## config.mk

```make
export PLATFORM = sky130hd
export DESIGN_NAME = remote_cmd_tx
export DESIGN_NICKNAME = d
export VERILOG_FILES = /design/src/rtl/remote_cmd_tx.sv
export SDC_FILE = /design/constraint.sdc
export NUM_CORES = 1
export LEC_CHECK = 0
export CAP_MARGIN = 5
export CORE_MARGIN = 2
export CORE_UTILIZATION = 51
export DETAILED_ROUTE_END_ITERATION = 10
export GPL_ROUTABILITY_DRIVEN = 0
export PLACE_DENSITY = 0.76
export SETUP_SLACK_MARGIN = 0.4
export SYNTH_ARGS = -nofsm -noshare
export SYNTH_HDL_FRONTEND = slang
export SYNTH_SLANG_ARGS = --single-unit
```

## constraint.sdc

```tcl
create_clock -name clk -period 1.8 [get_ports clk]
set_input_delay 0.36 -clock clk [delete_from_list [all_inputs] [get_ports clk]]
set_output_delay 0.36 -clock clk [all_outputs]
set_load 0.01 [all_outputs]
```

## src/rtl/remote_cmd_tx.sv

```systemverilog
// Host-side command sender: serializes a 24-bit command as three UART 8N1
// frames, most-significant byte first, with one idle-high clock between frames.
module remote_cmd_tx #(
   parameter int unsigned BAUD_DIV = 2604
) (
   input  logic        clk,
   input  logic        rst_n,
   input  logic        snd_cmd,
   input  logic [23:0] cmd,
   output logic        TX,
   output logic        busy,
   output logic        cmd_cmplt,
   output logic [1:0]  byte_cnt
);

   typedef enum logic [1:0] {IDLE, XMIT, NEXT} state_t;

   localparam logic [15:0] BAUD_LAST = 16'(BAUD_DIV - 1);

   state_t      state_q;
   logic [15:0] baud_q;
   logic [3:0]  bit_q;
   logic [9:0]  shift_q;
   // The top byte goes straight into the shifter on accept, so only the
   // two trailing bytes need holding.
   logic [15:0] hold_q;
   logic        tx_q;
   logic        busy_q;
   logic        cmplt_q;
   logic [1:0]  byte_q;
   logic [7:0]  next_byte;

   always_comb begin
      next_byte = (byte_q == 2'd0) ? hold_q[15:8] : hold_q[7:0];
   end

   always_ff @(posedge clk or negedge rst_n) begin
      if (!rst_n) begin
         state_q <= IDLE;
         baud_q  <= '0;
         bit_q   <= '0;
         shift_q <= '1;
         hold_q  <= '0;
         tx_q    <= 1'b1;
         busy_q  <= 1'b0;
         cmplt_q <= 1'b0;
         byte_q  <= '0;
      end else begin
         case (state_q)
            IDLE: begin
               tx_q <= 1'b1;
               if (snd_cmd) begin
                  hold_q  <= cmd[15:0];
                  shift_q <= {1'b1, cmd[23:16], 1'b0};
                  cmplt_q <= 1'b0;
                  busy_q  <= 1'b1;
                  byte_q  <= '0;
                  baud_q  <= '0;
                  bit_q   <= '0;
                  state_q <= XMIT;
               end
            end
            XMIT: begin
               tx_q <= shift_q[0];
               if (baud_q == BAUD_LAST) begin
                  baud_q  <= '0;
                  shift_q <= {1'b1, shift_q[9:1]};
                  bit_q   <= bit_q + 4'd1;
                  // Tenth terminal count closes the stop bit.
                  if (bit_q == 4'd9) state_q <= NEXT;
               end else begin
                  baud_q <= baud_q + 16'd1;
               end
            end
            NEXT: begin
               tx_q <= 1'b1;
               if (byte_q == 2'd2) begin
                  busy_q  <= 1'b0;
                  cmplt_q <= 1'b1;
                  state_q <= IDLE;
               end else begin
                  byte_q  <= byte_q + 2'd1;
                  shift_q <= {1'b1, next_byte, 1'b0};
                  bit_q   <= '0;
                  baud_q  <= '0;
                  state_q <= XMIT;
               end
            end
            default: state_q <= IDLE;
         endcase
      end
   end

   assign TX        = tx_q;
   assign busy      = busy_q;
   assign cmd_cmplt = cmplt_q;
   assign byte_cnt  = byte_q;

endmodule

```

* Word-level counts from Yosys, hierarchy flattened
Cells that the tools add are included.
** Word-level totals
- Output and inout bits :: 5
- Register bits :: 53
** Cells by class
- Mux-type cells :: 28
- Equality and inequality tests :: 10
- Add/subtract/negate cells :: 3
- Reduce and logical (&&, ||, !) cells :: 12
** Operator list (count)
- $mux 16 :: 3
- $pmux 16 s3 :: 1
- $mux 10 :: 3
- $pmux 10 s3 :: 1
- $add 16x1->16 const B :: 1
- $eq 16x12->1 const B :: 1
- $mux 4 :: 3
- $pmux 4 s3 :: 1
- $reduce_and 3->1 :: 4
- $mux 2 :: 5
- $ne 2x2->1 const B :: 5
- $mux 8 :: 1
- $pmux 1 s2 :: 3
- $pmux 2 s3 :: 1
- $mux 1 :: 5
- $add 4x1->4 const B :: 1
- $eq 2x2->1 const B :: 2
- $eq 4x4->1 const B :: 1
- $logic_not 2->1 :: 2
- $pmux 2 s2 :: 1
- $reduce_and 4->1 :: 1
- $reduce_bool 2->1 :: 2
- $reduce_bool 3->1 :: 1
- $add 2x1->2 const B :: 1
- 3 further kinds :: 3

* Depth between registers and ports, before layout
Gate-level depths: netlist of run 1.
- Depth in word-level cells :: 4
- Mapped depth :: 9
- Gate-level depth less buffers :: 6

* Worst setup path after synthesis of run 1
Ideal clock, no wire load.
- Kind :: register to register
- Start point :: register byte_q[0] (netlist: byte_cnt[0])
- End point :: register shift_q[2]
- Cell stages (with the launch flop) :: 9
- Library setup time :: 0.085 ns
- Path slack :: -0.156 ns
- Data arrival time :: 1.872 ns
- Data required time :: 1.715 ns
- Period minus slack after synthesis :: 1.956 ns
- Cells stage by stage :: dfrtp_1 > inv_1 > ha_1 > clkbuf_1 > a21oi_2 > nand2_1 > nor2_2 > buf_4 > mux2_1
** Between the ends
- Cells in the longest elaborated chain, start to end :: 4
** RTL lines
- start, declared :: line 30 : logic [1:0] byte_q;
- start signal, assigned :: line 82 : byte_q <= byte_q + 2'd1;
- $logic_not 2->1 :: line 34 : next_byte = (byte_q == 2'd0) ? hold_q[15:8] : hold_q[7:0];
- $mux 8 :: line 34
- $mux 10 :: line 77 : if (byte_q == 2'd2) begin
- $pmux 10 s3 :: line 49 : case (state_q)
- end signal, assigned :: line 54 : shift_q <= {1'b1, cmd[23:16], 1'b0};
- end signal, assigned :: line 67 : shift_q <= {1'b1, shift_q[9:1]};
- end signal, assigned :: line 83 : shift_q <= {1'b1, next_byte, 1'b0};
- end, declared :: line 23 : logic [9:0] shift_q;
Several ways; a longest one is shown, not always the timed one. The select of a mux whose other input is x is not followed.
A chain may end at the register's enable or synchronous reset.

* Final worst setup path of run 1
- Start point :: register state_q[0]
- End point :: register bit_q[3]
** Between the ends
- Cells in the longest elaborated chain, start to end :: 3
** RTL lines
- start, declared :: line 20 : state_t state_q;
- start signal, assigned :: line 39 : state_q <= IDLE;
- start signal, assigned :: line 60 : state_q <= XMIT;
- start signal, assigned :: line 70 : if (bit_q == 4'd9) state_q <= NEXT;
- $eq 2x1->1 (tied with other cells) :: line 49
- $ne 2x2->1 (no line) or $reduce_bool 3->1 (tied branches)
- $reduce_and 4->1 (no line)
- end signal, assigned :: line 68 : bit_q <= bit_q + 4'd1;
- end, declared :: line 22 : logic [3:0] bit_q;
Several ways; a longest one is shown, not always the timed one.

==> run_results.csv, run 1 <==
group,metric,value,unit
worst_setup_path,worst_r2r_startpoint,"state_q[0]$_DFFE_PN0P_",
layout,finish.utilization,77.8,%
die,core_area,5440,µm²
sta,setup_tns,-342,ps
sta,max_freq,0.535,GHz
layout,nets,389,
sta,fin_ws,-70.1,ps
worst_setup_path,max_stage_delay,440,ps
layout,drive_gt1_share,46.5,%
sta,rsz0062_at_grt,"true",
synth,synth_edf_count,0,
grt,track_usage,23.8,%
routing,vias,2686,
worst_setup_path,start_kind,"register",
die,rows,27,
cts,cts_tree,"built",
synth,synthTopCellsByCount,"dfrtp_1 (42), mux2_2 (27), a21oi_1 (22), nand2_1 (19), nand3_1 (14)",
synth,yosys_warnings,0,
worst_setup_path,cp.required,2000,ps
sta,slew_headroom,77.9,%
routing,wirelength,9220,µm
cts,cts_buffer_depth,2,
die,initial_core_util,52.4,%
sta,fin_crit_sh,104,%
routing,drcViolationCount,0,
sta,hold_viol_final,0,
routing,dr.pass1.iters,7,
power_and_ir_drop,swShare,25.2,%
die,fp.dieH,78.8,µm
grt,grt_pass1_vias,2467,
power_and_ir_drop,seqPwrFrac,57.9,%
synth,syn-cell-area,2850,µm²
die,die-area,6210,µm²
routing,antenna_left,0,
synth,synth.yosys.seq_area_share,46.1,%
synth,synth.most_common_cell,"dfrtp_1",
worst_setup_path,r2r_setup_slack,-70,ps
sta,worstMarginPinSlew,331,ps
cts,clkSinkCount,52,
outcome,outcome,"complete, but fails checks",
power_and_ir_drop,peakVddDrop,0.355,mV
worst_setup_path,rr_endpoint,"bit_q[3]$_DFFE_PN0P_",
die,die_width,78.8,µm
synth,synthFlopType,"dfrtp_1",
synth,syn_nets,313,
worst_setup_path,cp_max_fo,7,
power_and_ir_drop,p_leak,1.82,nW
grt,grt_max_degree,53,
grt,grt_pass1_wl,11600,µm
synth,synth_cells,276,
synth,synth_cell_type_count,45,
cts,numCtsBuffers,5,
power_and_ir_drop,powerDensity,477,nW/µm²
synth,syn_area_per_cell,10.3,µm²
cts,clock_latency,330,ps
power_and_ir_drop,p_int,1.51,mW
synth,ys_seq_elements,52,
routing,drtIter0Drc,276,
synth,synth_area_leaders,"dfrtp_1 (37%), mux2_2 (11%), dfstp_2 (9.2%)",
worst_setup_path,worstPathArrival,2070,ps
cts,htree_levels,2,
grt,overflow,0,
routing,wire_per_inst,21.7,µm
sta,clock_skew,18.6,ps
sta,whs,10.2,ps
layout,fillCellCount,308,
synth,async_flop_share,100,%
placed_design,place_hpwl,4410,µm
die,io-pin-count,32,
sta,setup_viol,12,
worst_setup_path,path_cells,"inv_2, ha_4, a21oi_4, buf_6, nand2_8, or3_1, o311ai_2",
sta,fin_crit,1870,ps
routing,viasPerCell,6.32,
cts,cts_hold_buf,0,
worst_setup_path,r2r_cells,7,
placed_design,pre_cts_ws,-110,ps
worst_setup_path,path_class,"reg2reg",
power_and_ir_drop,combPwrFrac,4.8,%
hold_path,hold_class,"in2async",
power_and_ir_drop,power.switching,508,µW
worst_setup_path,end_kind,"register",
power_and_ir_drop,totalPowerFinal,2.02,mW
flow_run,max_cap_viol_count,0,
synth,synth_top_area_share,36.8,%
layout,multi_input_area,1850,µm²
layout,area_growth,48.2,%
cts,clock-root-buffer,"clkbuf_8",
layout,n_antenna_cell,0,
sta,slew_viol_final,0,
outcome,violations,"negative setup slack",
layout,seqCellArea,1320,µm²
power_and_ir_drop,clkPwrFrac,37.2,%
cts,clkTransAtPathRegs,120,ps
grt,antenna_found_initial,0,
worst_setup_path,worst_path_max_delay_cell,"dfrtp_1",
placed_design,port_buffers,31,
synth,synth_top_cell_by_area,"dfrtp_1",
==> worst max-delay path: cells and delay by family, from the launching register on <==
kind            cells  cell delay, ps
compound gates      2             490
flops               1             440
simple gates        2             410
buf+inv             2             220
fa+ha+maj           1             180
==> worst max-delay path by stage <==
stage	startpoint	end	slack (ps)	cells past startpoint
3_3_place_gp	snd_cmd	baud_q[15]$_DFFE_PN0P_	-70	5
5_1_grt	baud_q[0]$_DFFE_PN0P_	bit_q[2]$_DFFE_PN0P_	-140	6
4_1_cts	byte_cnt[1]$_DFFE_PN0P_	shift_q[1]$_DFFE_PN1P_	80	7
3_5_place_dp	snd_cmd	baud_q[0]$_DFFE_PN0P_	-110	6
2_1_floorplan	byte_cnt[0]$_DFFE_PN0P_	baud_q[15]$_DFFE_PN0P_	20	7
6_report	state_q[0]$_DFFE_PN0P_	bit_q[3]$_DFFE_PN0P_	-70	7
==> registers in the layout, indices dropped and copies added (netlist names) <==
signal	flops
TX	1
baud_q	16
bit_q	4
busy	1
byte_cnt	2
cmd_cmplt	1
hold_q	16
shift_q	9
state_q	2
==> power groups by stage <==
stage | clock network [mW] | registers [mW] | logic, mW
floorplan | 0 | 1.19 | 0.00104
global placement | 0 | 1.19 | 0.0877
detailed placement | 0 | 1.19 | 0.0881
CTS | 0.732 | 1.17 | 0.0941
global route | 0.801 | 1.17 | 0.107
finish | 0.751 | 1.17 | 0.0978
==> final cells by class <==
type | instances | area share [%]
inverters | 12 | 1.18
multi-input cells | 196 | 43.8
clock buffers | 5 | 1.63
well taps | 72 | 2.13
repair buffers | 85 | 19.5
clock inverters | 3 | 0.621
flip-flops and latches | 52 | 31.1
==> cells by family after synthesis <==
group | share of synthesized area [%]
mux | 14.4
fa+ha+maj | 4.39
compound gates | 13.9
simple gates | 16.1
flops | 46.1
xor+xnor | 0.614
buf+inv | 4.56
==> stage by stage <==
stage               cells  area (µm²)
CTS                   413        3820
global route          425        4230
detailed placement    397        3550
finish                425        4230
global placement      397        3550
floorplan             276        2990
==> metal layers <==
metal  vias up  GRT usage, %  share of wire [%]
met2       139          37.8                 51
met5         -             0                  0
met4         0          8.07                4.1
met3        50          4.77                5.7
met1      1333          32.8                 40
li1       1164             -                  -
==> cells in the final DEF, fill, tap and decap left out, drive strengths merged, types with 3 or more instances in the layout <==
master / count
a21oi: 23
a22oi: 7
and3: 3
and4: 3
buf: 55
clkbuf: 8
clkdlybuf4s50: 25
dfrtp: 42
dfstp: 10
ha: 10
inv: 13
mux2: 33
mux2i: 4
nand2: 22
nand3: 14
nand4: 10
nor2: 14
nor4: 3
o211ai: 4
o21ai: 11
o311ai: 3
or3: 4
==> repair_timing <==
item,in CTS,in global routing
setup endpoints to repair,55,55
setup buffers,6,9
resized for setup,40,70
pin swaps,11,16
gates cloned,2,3
Note: power is estimated with default switching activity, not from simulation.
==> run 2: changes to the inputs <==
- SETUP_SLACK_MARGIN: 0.4 -> default
==> run_results.csv, run 2 (same netlist as run 1, synthesis figures left out) <==
group,metric,value,unit
outcome,outcome,"complete, no violations",
cts,htree_levels,2,
layout,final_common_cell,"dfrtp_1",
cts,cts_hold_buf,0,
worst_setup_path,path_depth,6,
sta,clock_skew,9.15,ps
cts,numCtsBuffers,5,
die,io-pin-count,32,
grt,grt_max_degree,53,
worst_setup_path,start_kind,"register",
layout,fin_area,3740,µm²
sta,fin_crit_sh,99.3,%
sta,slew_headroom,79.6,%
grt,grt_pass1_vias,2216,
layout,area_growth,31.3,%
worst_setup_path,cp_max_fo,8,
power_and_ir_drop,p_leak,1.62,nW
cts,cts_buffer_depth,2,
cts,clock_latency,320,ps
routing,wirelength,6380,µm
worst_setup_path,end_kind,"register",
grt,overflow,0,
routing,dr.pass1.iters,4,
routing,vias,2360,
sta,fin_crit,1790,ps
grt,grtUsageMet1,27.8,%
grt,grt_most_used_layer,"met2",
hold_path,hold_class,"in2async",
worst_setup_path,cp.required,2040,ps
placed_design,place_hpwl,4320,µm
placed_design,pre_cts_ws,-98.5,ps
cts,cts_tree,"built",
cts,clkSinkCount,52,
sta,setup_viol,0,
sta,worstMarginPinSlew,304,ps
die,core_area,5440,µm²
worst_setup_path,max_stage_delay,560,ps
power_and_ir_drop,powerDensity,526,nW/µm²
routing,antenna_left,0,
sta,slew_viol_final,0,
worst_setup_path,crit_buf_inv,1,
grt,antenna_found_initial,0,
routing,drtIter0Drc,146,
placed_design,port_buffers,31,
sta,max_freq,0.560,GHz
layout,layout_common_cells,"dfrtp_1 (40), buf_4 (38), clkdlybuf4s50_1 (30), mux2_2 (27), a21oi_1 (20)",
sta,fin_ws,12.9,ps
cts,clkTransAtPathRegs,100,ps
layout,n_antenna_cell,0,
layout,reg_top3,"baud_q: 16 flops, hold_q: 16 flops, shift_q: 9 flops",
grt,grtUsageMet2,32.7,%
die,fp.dieH,78.8,µm
sta,whs,8.41,ps
die,rows,27,
die,die_width,78.8,µm
cts,clock-root-buffer,"clkbuf_8",
layout,drive_gt1_share,34.1,%
worst_setup_path,worstPathArrival,2030,ps
layout,nets,376,
worst_setup_path,path_cells,"inv_2, ha_4, a21oi_4, nand2_2, or4_1, a21oi_1",
grt,track_usage,20.7,%
sta,hold_viol_final,0,
flow_run,max_cap_viol_count,0,
routing,drcViolationCount,0,
grt,grt_pass1_wl,10200,µm
worst_setup_path,path_class,"reg2reg",
power_and_ir_drop,peakVddDrop,0.434,mV
placed_design,postPlaceCellArea,3510,µm²
layout,finish.utilization,68.9,%
worst_setup_path,r2r_cells,6,
routing,wire_per_inst,15.5,µm
worst_setup_path,worst_path_max_delay_cell,"or4_1",
routing,viasPerCell,5.73,
worst_setup_path,cp_top_family,"simple AND/OR/NAND/NOR gates",
die,initial_core_util,52.4,%
die,die-area,6210,µm²
grt,use_met3,4.55,%
-- run 2: final cells by class --
cell class                 count  area (µm²)
tap                           72        90.1
clock buffer                   5        68.8
inverter                      12        45.0
clock inverter                 3        25.0
timing repair buffer          75         684
multi-input combinational    193        1520
fill                         386        1690
sequential                    52        1320
-- run 2: through the flow --
stage               cells  total power, mW  TNS [ps]
floorplan             276             1.19         0
global placement      399             1.28      -582
finish                412             1.97         0
detailed placement    399             1.28     -1110
CTS                   407             1.98         0
global route          412             2.04      -144
-- run 2: per-layer routing --
metal,share of wire (%),routed length [µm]
met5,0,0
met2,48,3040
met1,45,2870
met4,2.6,163
met3,4.6,296
-- run 2: path summary, 6_finish.rpt --
kind                                         from                endpoint  slack, ps
max                        state_q[0]$_DFFE_PN0P_  baud_q[15]$_DFFE_PN0P_         10
min                                         rst_n   hold_q[2]$_DFFE_PN0P_          8
max reg2reg                state_q[0]$_DFFE_PN0P_  baud_q[15]$_DFFE_PN0P_         10
min reg2reg                        TX$_DFFE_PN1P_          TX$_DFFE_PN1P_        480
max in group asynchronous                   rst_n  shift_q[2]$_DFFE_PN1P_       1500
min in group clk                   TX$_DFFE_PN1P_          TX$_DFFE_PN1P_        480
-- run 2: repair_timing --
item                                    4_1_cts  5_1_grt
resized for setup                             2       24
endpoints found under the setup margin       11       18
buffers inserted                              0        5
pin swaps                                     0        9
-- run 2: where the power goes --
part	internal, mW	leakage (nW)	switching (mW)
logic	0.0550	0.941	0.0311
registers	1.17	0.637	0
clock network	0.284	0.0452	0.430
total	1.51	1.62	0.461
==> run 3: changes to the inputs <==
- CORE_MARGIN: 2 -> default
- CORE_UTILIZATION: 51 -> 24
- PLACE_DENSITY: 0.76 -> 0.42
==> run_results.csv, run 3 (same netlist as run 1, synthesis figures left out) <==
group,metric,value,unit
outcome,outcome,"complete, but fails checks",
outcome,violations,"design-rule violations, negative setup slack",
sta,slew_viol_final,0,
routing,vias,2303,
grt,grt_pass1_vias,2410,
layout,multi_input_area,1560,µm²
layout,nets,381,
routing,dr.pass1.iters,7,
worst_setup_path,start_kind,"register",
hold_path,hold_class,"reg2reg",
sta,hold_viol_final,0,
sta,worstMarginPinSlew,498,ps
routing,viasPerCell,4.72,
layout,layout_common_cells,"dfrtp_1 (41), buf_4 (38), clkdlybuf4s50_1 (30), mux2_2 (23), a21oi_1 (20)",
worst_setup_path,path_cells,"nor3b_1, a41oi_4, nor2_4, buf_6, mux2_4",
power_and_ir_drop,peakVddDrop,0.312,mV
layout,area_growth,40.3,%
placed_design,postPlaceCellArea,3650,µm²
cts,cts_buffer_depth,2,
worst_setup_path,path_class,"reg2reg",
cts,clkTransAtPathRegs,70,ps
layout,fin_area,4000,µm²
placed_design,place_hpwl,5100,µm
layout,fillCellCount,1171,
die,initial_core_util,24.8,%
cts,htree_levels,2,
placed_design,port_buffers,31,
die,die-area,12300,µm²
cts,numCtsBuffers,5,
routing,antenna_left,0,
sta,fin_ws,-2.77,ps
cts,clkSinkCount,52,
worst_setup_path,cp_max_fo,5,
sta,rsz0062_at_grt,"true",
routing,drtIter0Drc,69,
sta,clock_skew,6.32,ps
grt,grt_max_degree,30,
cts,cts_tree,"built",
layout,final_common_cell,"dfrtp_1",
cts,clock-root-buffer,"clkbuf_16",
cts,clock_latency,300,ps
sta,setup_tns,-4.02,ps
grt,antenna_found_initial,0,
grt,overflow,0,
worst_setup_path,end_kind,"register",
sta,setup_viol,3,
worst_setup_path,cp.required,2030,ps
die,io-pin-count,32,
worst_setup_path,max_stage_delay,460,ps
sta,max_freq,0.555,GHz
layout,n_antenna_cell,0,
die,core_area,11500,µm²
flow_run,max_cap_viol_count,0,
routing,wire_per_inst,14.6,µm
die,fp.dieH,111,µm
worst_setup_path,worst_path_max_delay_cell,"nor3b_1",
grt,grt_pass1_wl,12000,µm
layout,seqCellArea,1320,µm²
die,die_width,111,µm
die,rows,39,
routing,drcViolationCount,4,
sta,fin_crit,1800,ps
worst_setup_path,worstPathArrival,2030,ps
power_and_ir_drop,p_leak,1.69,nW
grt,track_usage,12.1,%
layout,reg_top3,"baud_q: 16 flops, hold_q: 16 flops, shift_q: 9 flops",
placed_design,pre_cts_ws,-127,ps
sta,fin_crit_sh,100,%
sta,slew_headroom,66.8,%
layout,drive_gt1_share,35.9,%
power_and_ir_drop,powerDensity,595,nW/µm²
routing,wirelength,7130,µm
run 3: cell types whose count changed in the layout (fill, tap and decap cells not counted), sizes merged:
cell | previous run | this run
dlygate4sd3 | 0 | 1
bufinv | 0 | 1
buf | 45 | 48
inv | 14 | 13
clkinvlp | 1 | 0
clkbuf | 5 | 7
run 3: what timing repair did:
item	CTS	global route
setup buffers	0	1
endpoints found under the setup margin	9	24
endpoints found under the hold margin	9	0
gates resized for setup	2	38
hold buffers	1	0
pin swaps	0	10
gates cloned	0	1
run 3: where the power goes:
| group | internal [mW] | switching, mW |
|---|---|---|
| sequential | 1.17 | 0 |
| combinational | 0.0577 | 0.0345 |
| clock | 0.663 | 0.458 |
| total | 1.89 | 0.493 |
run 3: metal layers:
metal / global-route usage, % / vias to the layer above / routed length [µm]
li1: - / 1146 / -
met1: 16.7 / 1126 / 3560
met2: 19.1 / 23 / 3340
met3: 1.86 / 8 / 121
met4: 4.32 / 0 / 107
met5: 0 / - / 0
run 3: metrics by stage:
stage / util [%] / instances / total power [mW] / hold slack, ps
after global placement: 31.7 / 477 / 1.28 / 251
after CTS: 33.3 / 486 / 2.43 / 469
after floorplan: - / 276 / 1.19 / 64.4
final: 34.7 / 488 / 2.38 / 467
after global routing: 34.7 / 488 / 2.47 / 487
after detailed placement: 31.7 / 477 / 1.28 / 254
run 3: path summary, 6_finish.rpt:
| check | slack [ps] | end | from | cells after the start |
|---|---|---|---|---|
| min | 470 | TX$_DFFE_PN1P_ | TX$_DFFE_PN1P_ | 2 |
| max reg2reg | -3 | shift_q[5]$_DFFE_PN1P_ | baud_q[14]$_DFFE_PN0P_ | 5 |
| min reg2reg | 470 | TX$_DFFE_PN1P_ | TX$_DFFE_PN1P_ | 2 |
| min in group asynchronous | 490 | hold_q[10]$_DFFE_PN0P_ | rst_n | 2 |
| max in group asynchronous | 740 | TX$_DFFE_PN1P_ | rst_n | 3 |
| max | -3 | shift_q[5]$_DFFE_PN1P_ | baud_q[14]$_DFFE_PN0P_ | 5 |
run 3: critical path, delay by kind of cell (launching register included):
family | cells | cell delay, ps
AO/OA/AOI/OAI | 1 | 210
AND/OR/NAND/NOR | 2 | 640
buffers and inverters | 1 | 150
multiplexers | 1 | 300
flip-flops | 1 | 420
run 3: cell type report:
type	instances	area share, %
inverters	12	1.13
flip-flops and latches	52	32.9
clock inverters	2	0.969
repair buffers	80	18.4
multi-input cells	193	39.0
clock buffers	6	3.22
well taps	143	4.47
